## src/rtl/mem_arb_pkg.sv

```systemverilog
// mem_arb_pkg: shared types and defaults for the memory port arbiter
package mem_arb_pkg;
  typedef enum logic [1:0] {S_IDLE, S_ACCESS, S_DONE} state_t;
  typedef enum logic {GNT_IF, GNT_D} gnt_t;
  localparam logic [31:0] ERR_DATA_DEF = 32'hDEADBEEF;
endpackage

```

## src/rtl/rr_arbiter2.sv

```systemverilog
// rr_arbiter2: combinational two-requester round-robin picker
module rr_arbiter2
  import mem_arb_pkg::*;
(
  input  logic if_req,
  input  logic d_req,
  input  gnt_t last_grant,
  output gnt_t gnt,
  output logic gnt_valid
);
  always_comb begin
    gnt = (if_req && d_req) ? ((last_grant == GNT_IF) ? GNT_D : GNT_IF) : (d_req ? GNT_D : GNT_IF);
    gnt_valid = if_req || d_req;
  end
endmodule

```

## src/rtl/mem_port_arbiter.sv

```systemverilog
// mem_port_arbiter: shares one memory port between fetch and data requesters
module mem_port_arbiter
  import mem_arb_pkg::*;
#(
  parameter int ADDR_W = 32,
  parameter int DATA_W = 32,
  parameter int TIMEOUT = 64,
  parameter logic [DATA_W-1:0] ERR_DATA = DATA_W'(ERR_DATA_DEF)
) (
  input  logic              clk,
  input  logic              reset,
  input  logic              if_req,
  input  logic [ADDR_W-1:0] if_addr,
  output logic [DATA_W-1:0] if_rdata,
  output logic              if_ack,
  input  logic              d_req,
  input  logic              d_we,
  input  logic [ADDR_W-1:0] d_addr,
  input  logic [DATA_W-1:0] d_wdata,
  output logic [DATA_W-1:0] d_rdata,
  output logic              d_ack,
  output logic [ADDR_W-1:0] memory_addr,
  output logic              memory_rden,
  output logic              memory_wren,
  input  logic [DATA_W-1:0] memory_read_val,
  output logic [DATA_W-1:0] memory_write_val,
  input  logic              memory_response,
  output logic              busy,
  output logic              timeout_err
);
  localparam int CW = TIMEOUT > 1 ? $clog2(TIMEOUT) : 1;
  localparam logic [CW-1:0] T_LAST = CW'(TIMEOUT > 0 ? TIMEOUT - 1 : 0);
  state_t state_q, state_d;
  gnt_t last_q, last_d, arb_gnt;
  logic arb_valid, tmo, fin;
  logic [CW-1:0] cnt_q, cnt_d;
  logic [ADDR_W-1:0] addr_q, addr_d;
  logic [DATA_W-1:0] wval_q, wval_d, if_rdata_q, if_rdata_d, d_rdata_q, d_rdata_d, rd;
  logic rden_q, rden_d, wren_q, wren_d, if_ack_q, if_ack_d, d_ack_q, d_ack_d;
  logic busy_q, busy_d, err_q, err_d;
  rr_arbiter2 u_rr (
    .if_req    (if_req),
    .d_req     (d_req),
    .last_grant(last_q),
    .gnt       (arb_gnt),
    .gnt_valid (arb_valid)
  );
  // a response on the last allowed cycle wins over the timeout
  assign tmo = (TIMEOUT != 0) && (cnt_q == T_LAST) && !memory_response;
  assign fin = (state_q == S_ACCESS) && (memory_response || tmo);
  assign rd  = memory_response ? memory_read_val : ERR_DATA;
  always_comb begin
    state_d    = state_q;
    last_d     = last_q;
    cnt_d      = cnt_q;
    addr_d     = addr_q;
    wval_d     = wval_q;
    rden_d     = rden_q;
    wren_d     = wren_q;
    if_rdata_d = if_rdata_q;
    d_rdata_d  = d_rdata_q;
    err_d      = err_q;
    if_ack_d   = fin && last_q == GNT_IF;
    d_ack_d    = fin && last_q == GNT_D;
    case (state_q)
      S_IDLE: if (arb_valid) begin
        state_d = S_ACCESS;
        last_d  = arb_gnt;
        cnt_d   = '0;
        addr_d  = (arb_gnt == GNT_D) ? d_addr : if_addr;
        wval_d  = (arb_gnt == GNT_D) ? d_wdata : '0;
        wren_d  = (arb_gnt == GNT_D) && d_we;
        rden_d  = !((arb_gnt == GNT_D) && d_we);
      end
      S_ACCESS: begin
        cnt_d = cnt_q + 1'b1;
        if (fin) begin
          state_d    = S_DONE;
          rden_d     = 1'b0;
          wren_d     = 1'b0;
          err_d      = err_q || tmo;
          if_rdata_d = (!wren_q && last_q == GNT_IF) ? rd : if_rdata_q;
          d_rdata_d  = (!wren_q && last_q == GNT_D) ? rd : d_rdata_q;
        end
      end
      S_DONE: begin
        state_d = S_IDLE;
        cnt_d   = '0;
      end
      default: state_d = S_IDLE;
    endcase
    busy_d = state_d != S_IDLE;
  end
  always_ff @(posedge clk or posedge reset) begin
    if (reset) begin
      state_q    <= S_IDLE;
      last_q     <= GNT_D;
      cnt_q      <= '0;
      addr_q     <= '0;
      wval_q     <= '0;
      rden_q     <= 1'b0;
      wren_q     <= 1'b0;
      if_rdata_q <= '0;
      d_rdata_q  <= '0;
      if_ack_q   <= 1'b0;
      d_ack_q    <= 1'b0;
      busy_q     <= 1'b0;
      err_q      <= 1'b0;
    end else begin
      state_q    <= state_d;
      last_q     <= last_d;
      cnt_q      <= cnt_d;
      addr_q     <= addr_d;
      wval_q     <= wval_d;
      rden_q     <= rden_d;
      wren_q     <= wren_d;
      if_rdata_q <= if_rdata_d;
      d_rdata_q  <= d_rdata_d;
      if_ack_q   <= if_ack_d;
      d_ack_q    <= d_ack_d;
      busy_q     <= busy_d;
      err_q      <= err_d;
    end
  end
  assign memory_addr      = addr_q;
  assign memory_write_val = wval_q;
  assign memory_rden      = rden_q;
  assign memory_wren      = wren_q;
  assign if_rdata         = if_rdata_q;
  assign d_rdata          = d_rdata_q;
  assign if_ack           = if_ack_q;
  assign d_ack            = d_ack_q;
  assign busy             = busy_q;
  assign timeout_err      = err_q;
endmodule

```

## config.mk

```make
export PLATFORM = sky130hd
export DESIGN_NAME = mem_port_arbiter
export DESIGN_NICKNAME = d
export VERILOG_FILES = /design/src/rtl/mem_arb_pkg.sv /design/src/rtl/rr_arbiter2.sv /design/src/rtl/mem_port_arbiter.sv
export SDC_FILE = /design/constraint.sdc
export NUM_CORES = 1
export LEC_CHECK = 0
export CORE_ASPECT_RATIO = 1.1
export CORE_MARGIN = 4
export CORE_UTILIZATION = 38
export CTS_CLUSTER_DIAMETER = 50
export CTS_CLUSTER_SIZE = 10
export DETAILED_ROUTE_END_ITERATION = 8
export HOLD_SLACK_MARGIN = 0.06
export PLACE_DENSITY_LB_ADDON = 0.05
export SLEW_MARGIN = 10
export SYNTH_ARGS = -nofsm -noshare
export SYNTH_HDL_FRONTEND = slang
export SYNTH_HIERARCHICAL = 1
export SYNTH_SLANG_ARGS = --single-unit
```

## constraint.sdc

```tcl
create_clock -name clk -period 4.6 [get_ports clk]
set_input_delay 0.92 -clock clk [delete_from_list [all_inputs] [get_ports clk]]
set_output_delay 0.92 -clock clk [all_outputs]
set_load 0.05 [all_outputs]
```

==> impl_results.rst <==
.. list-table::
   :header-rows: 1

   * - Metric
     - Value
   * - Worst clock skew
     - 8.80 ps
   * - Number of distinct library cell variants in the gate-level netlist after synthesis
     - 35
   * - Number of vias per cell
     - between 4 and 5
   * - Area added between synthesis and finish
     - 56.8%
   * - Post-route DRC
     - 0
   * - Synthesized netlist cell count
     - 520
   * - Setup Total Neg Slack
     - 0 ps
   * - Leakage dissipation
     - 4.14 nW
   * - Cell taking the most area after synthesis
     - sky130_fd_sc_hd__dfrtp_1
   * - Top Ports
     - 268
   * - Net count reported at finish
     - 913
   * - Pre-antenna DRT Iters
     - 4
   * - Setup violators final
     - 0
   * - CTS sink count
     - roughly 140
   * - Worst IR drop on VDD
     - 309 µV
   * - Via count of the first global-routing pass
     - 5056
   * - Number of max-cap violations
     - 0
   * - Worst slew margin
     - approximately a quarter
   * - Clock-pin slew on the worst setup and hold paths
     - 60 ps
   * - Area share of the largest cell type after synthesis
     - 57.9%
   * - Grt total ovfl
     - 0
   * - WP data required
     - 4830 ps
   * - Post-Synthesis Net Count
     - 655
   * - Root Driver
     - sky130_fd_sc_hd__clkbuf_16
   * - Power density over the cells
     - 753 nW/µm²
   * - Class of the tightest hold or removal check
     - flip-flop to flip-flop
   * - Actual slew at the worst max-slew pin
     - ~1100 ps
   * - Number of antenna violations at the first check in global routing
     - 0
   * - Reported net switching power
     - 0.00319 W
   * - Internal
     - 0.00405 W
   * - Number of buffers created by CTS
     - 17
   * - Wire length of the first global-routing pass
     - 26.2 mm
   * - Insertion delay to the later sink of the worst-skew pair
     - between 400 and 500 ps
   * - Fraction of power spent switching nets
     - between 40% and 50%
   * - Unrepaired setup endpoints after global routing
     - no
   * - Number of buffers between clock root and the deepest sink
     - 2
   * - CTS Hold Bufs
     - 0
   * - Count of endpoints failing hold in the final timing report
     - 0
   * - Effective utilization at floorplan
     - about two fifths
   * - Seq/Total Area, Yosys
     - 58.4%
   * - DRT iter0 DRCs
     - 154
   * - Part of the power in combinational logic
     - 50.9%
   * - Most used cells in the layout excluding fill and tap cells
     - sky130_fd_sc_hd__clkdlybuf4s50_1, sky130_fd_sc_hd__dfrtp_1, sky130_fd_sc_hd__nand2_1
   * - WS Path Type
     - input pin to flip-flop
   * - Yosys warning total
     - 6
   * - Worst-case hold slack
     - roughly 480 ps
   * - Final-report max-slew violation count
     - 0
   * - Proportion of power drawn by flip-flops and latches
     - 28.6%
   * - Part of the power in the clock network
     - 20.5%
   * - Main area contributors after synthesis
     - sky130_fd_sc_hd__dfrtp_1, sky130_fd_sc_hd__mux2_4, sky130_fd_sc_hd__nand2_1, sky130_fd_sc_hd__mux2_2, sky130_fd_sc_hd__o21ai_0
   * - Antenna diodes
     - 0
   * - Via count
     - ~4700
   * - Register bit total from synthesis
     - 143
   * - Most common cell after layout, fill and taps aside
     - sky130_fd_sc_hd__clkdlybuf4s50_1
   * - Cell area after synthesis
     - 6130 µm²
   * - Post-route minimum period
     - 2640 ps
   * - TritonCTS clock tree
     - done
   * - Die Outline Area
     - 18200 µm²
   * - Startpoint kind of the worst setup timing path
     - input pin
   * - Standard-cell row count
     - 48
   * - Detailed-placement wirelength estimate
     - 12.2 mm
   * - Syn avg cell area
     - approximately 12 µm²
   * - Cell depth of the worst flop-to-flop path
     - 7
   * - Maximum clock rate
     - ~380 MHz
   * - Data arrival, critical path
     - 2870 ps
   * - Total wirelength of the detailed-routed design
     - ~17 mm
   * - Count of buffers from port buffering
     - 267
   * - Final Cycle Share
     - 57.5%
   * - Element type at the critical path end
     - flip-flop
   * - Count of instances resized after the clock tree is built
     - 0
   * - Post-DR wirelength/cell
     - ~17 µm
   * - CTS H-Tree Depth
     - 4
   * - Routability cong.
     - 0.787
   * - Die outline width
     - approximately 130 µm
   * - Overall routing resource usage
     - 18.3%
   * - Result of the run
     - complete, no violations
   * - Post-DRT Antenna Nets
     - 0
   * - Maximum number of pins on one net before global-route repair
     - roughly 140
   * - Crit Path Max Fanout
     - 134
   * - Post-CTS Setup Inserts
     - 0
   * - Fill cell count
     - ~1300
   * - Vertical die dimension
     - between 100 and 150 µm
   * - Instance count along the most critical hold path
     - 2
   * - Share of final-layout standard cells stronger than drive strength 1
     - 13.9%
   * - Core area
     - 15800 µm²
-- synth_stat cells (all sizes together) --
| cell | number |
|---|---|
| a21boi | 1 |
| a21oi | 5 |
| a31o | 1 |
| and2 | 9 |
| buf | 7 |
| clkbuf | 26 |
| clkinv | 1 |
| dfrtp | 142 |
| dfstp | 1 |
| ha | 1 |
| inv | 3 |
| mux2 | 65 |
| mux2i | 33 |
| nand2 | 104 |
| nand2b | 24 |
| nand3 | 2 |
| nand3b | 2 |
| nor2 | 7 |
| nor3 | 3 |
| nor3b | 3 |
| o211ai | 3 |
| o21ai | 70 |
| o21bai | 2 |
| o22ai | 1 |
| o311ai | 1 |
| o31ai | 1 |
| or2 | 1 |
| xor2 | 1 |
-- power groups by stage --
stage | clock network [W] | registers (W) | logic, W
6_report | 0.00148 | 0.00207 | 0.00369
5_1_grt | 0.00158 | 0.00214 | 0.00386
4_1_cts | 0.00152 | 0.00207 | 0.00373
3_5_place_dp | 0 | 0.00208 | 0.00372
3_3_place_gp | 0 | 0.00207 | 0.00369
2_1_floorplan | 0 | 0.00372 | 0.000754
-- area by class of cell --
type	count	area [µm²]	share of cell area (%)
inverters	4	20.0	0.208
well taps	200	250	2.60
multi-input cells	340	2390	24.8
clock buffers	21	470	4.89
clock inverters	11	176	1.83
repair buffers	272	2740	28.4
flip-flops and latches	143	3580	37.2
-- logic make-up (layout without fill, tap and decap cells) --
kind of cell / after synthesis / count (layout) / synth area share, %
simple gates: 155 / 155 / 11.7
flops: 143 / 143 / 58.4
mux: 98 / 98 / 19.2
compound gates: 85 / 85 / 7.43
buf+inv: 37 / 308 / 3.04
fa+ha+maj: 1 / 1 / 0.204
xor+xnor: 1 / 1 / 0.143
-- layer usage --
layer | share of wire (%) | GRT usage (%) | vias to the layer above
li1 | - | - | 2274
met1 | 39 | 21.2 | 2235
met2 | 49 | 30.5 | 183
met3 | 10 | 8.00 | 19
met4 | 1.5 | 5.64 | 0
met5 | 0 | 0 | -
-- through the flow --
stage          power, W  setup slack (ps)  utilization, %  std cells  area, µm²
6_report        0.00724              1960            60.9        991       9620
5_1_grt         0.00757              1770            60.9        991       9620
4_1_cts         0.00733              1920            60.9        991       9620
3_5_place_dp    0.00581              1490            56.8        959       8970
3_3_place_gp    0.00576              1510            56.8        959       8970
2_1_floorplan   0.00447              1890               -        520       6140
-- worst max-delay path, stage by stage --
cell and delay, ps:
sky130_fd_sc_hd__clkdlybuf4s50_1 460, sky130_fd_sc_hd__or2_1 330, sky130_fd_sc_hd__nand2_4 810, sky130_fd_sc_hd__o21ai_0 270
-- sequential cells by signal (all words and copies together), names as in the netlist --
| signal | count |
|---|---|
| state_q | 2 |
| d_rdata | 32 |
| timeout_err | 1 |
| memory_write_val | 32 |
| memory_rden | 1 |
| if_ack | 1 |
| memory_addr | 32 |
| if_rdata | 32 |
| last_q | 1 |
| memory_wren | 1 |
| cnt_q | 6 |
| d_ack | 1 |
| busy | 1 |
-- path summary, 6_finish.rpt --
kind	from	end	slack [ps]
worst max-delay path	if_req	memory_write_val[18]	1960
worst min-delay path	memory_addr[14]	memory_addr[14]	480
worst max register to register	cnt_q[0]	d_rdata[19]	2200
worst min register to register	memory_addr[14]	memory_addr[14]	480
max in group asynchronous	reset	last_q	2760
min in group asynchronous	reset	memory_write_val[15]	960
(Power assumes the default switching activity.)
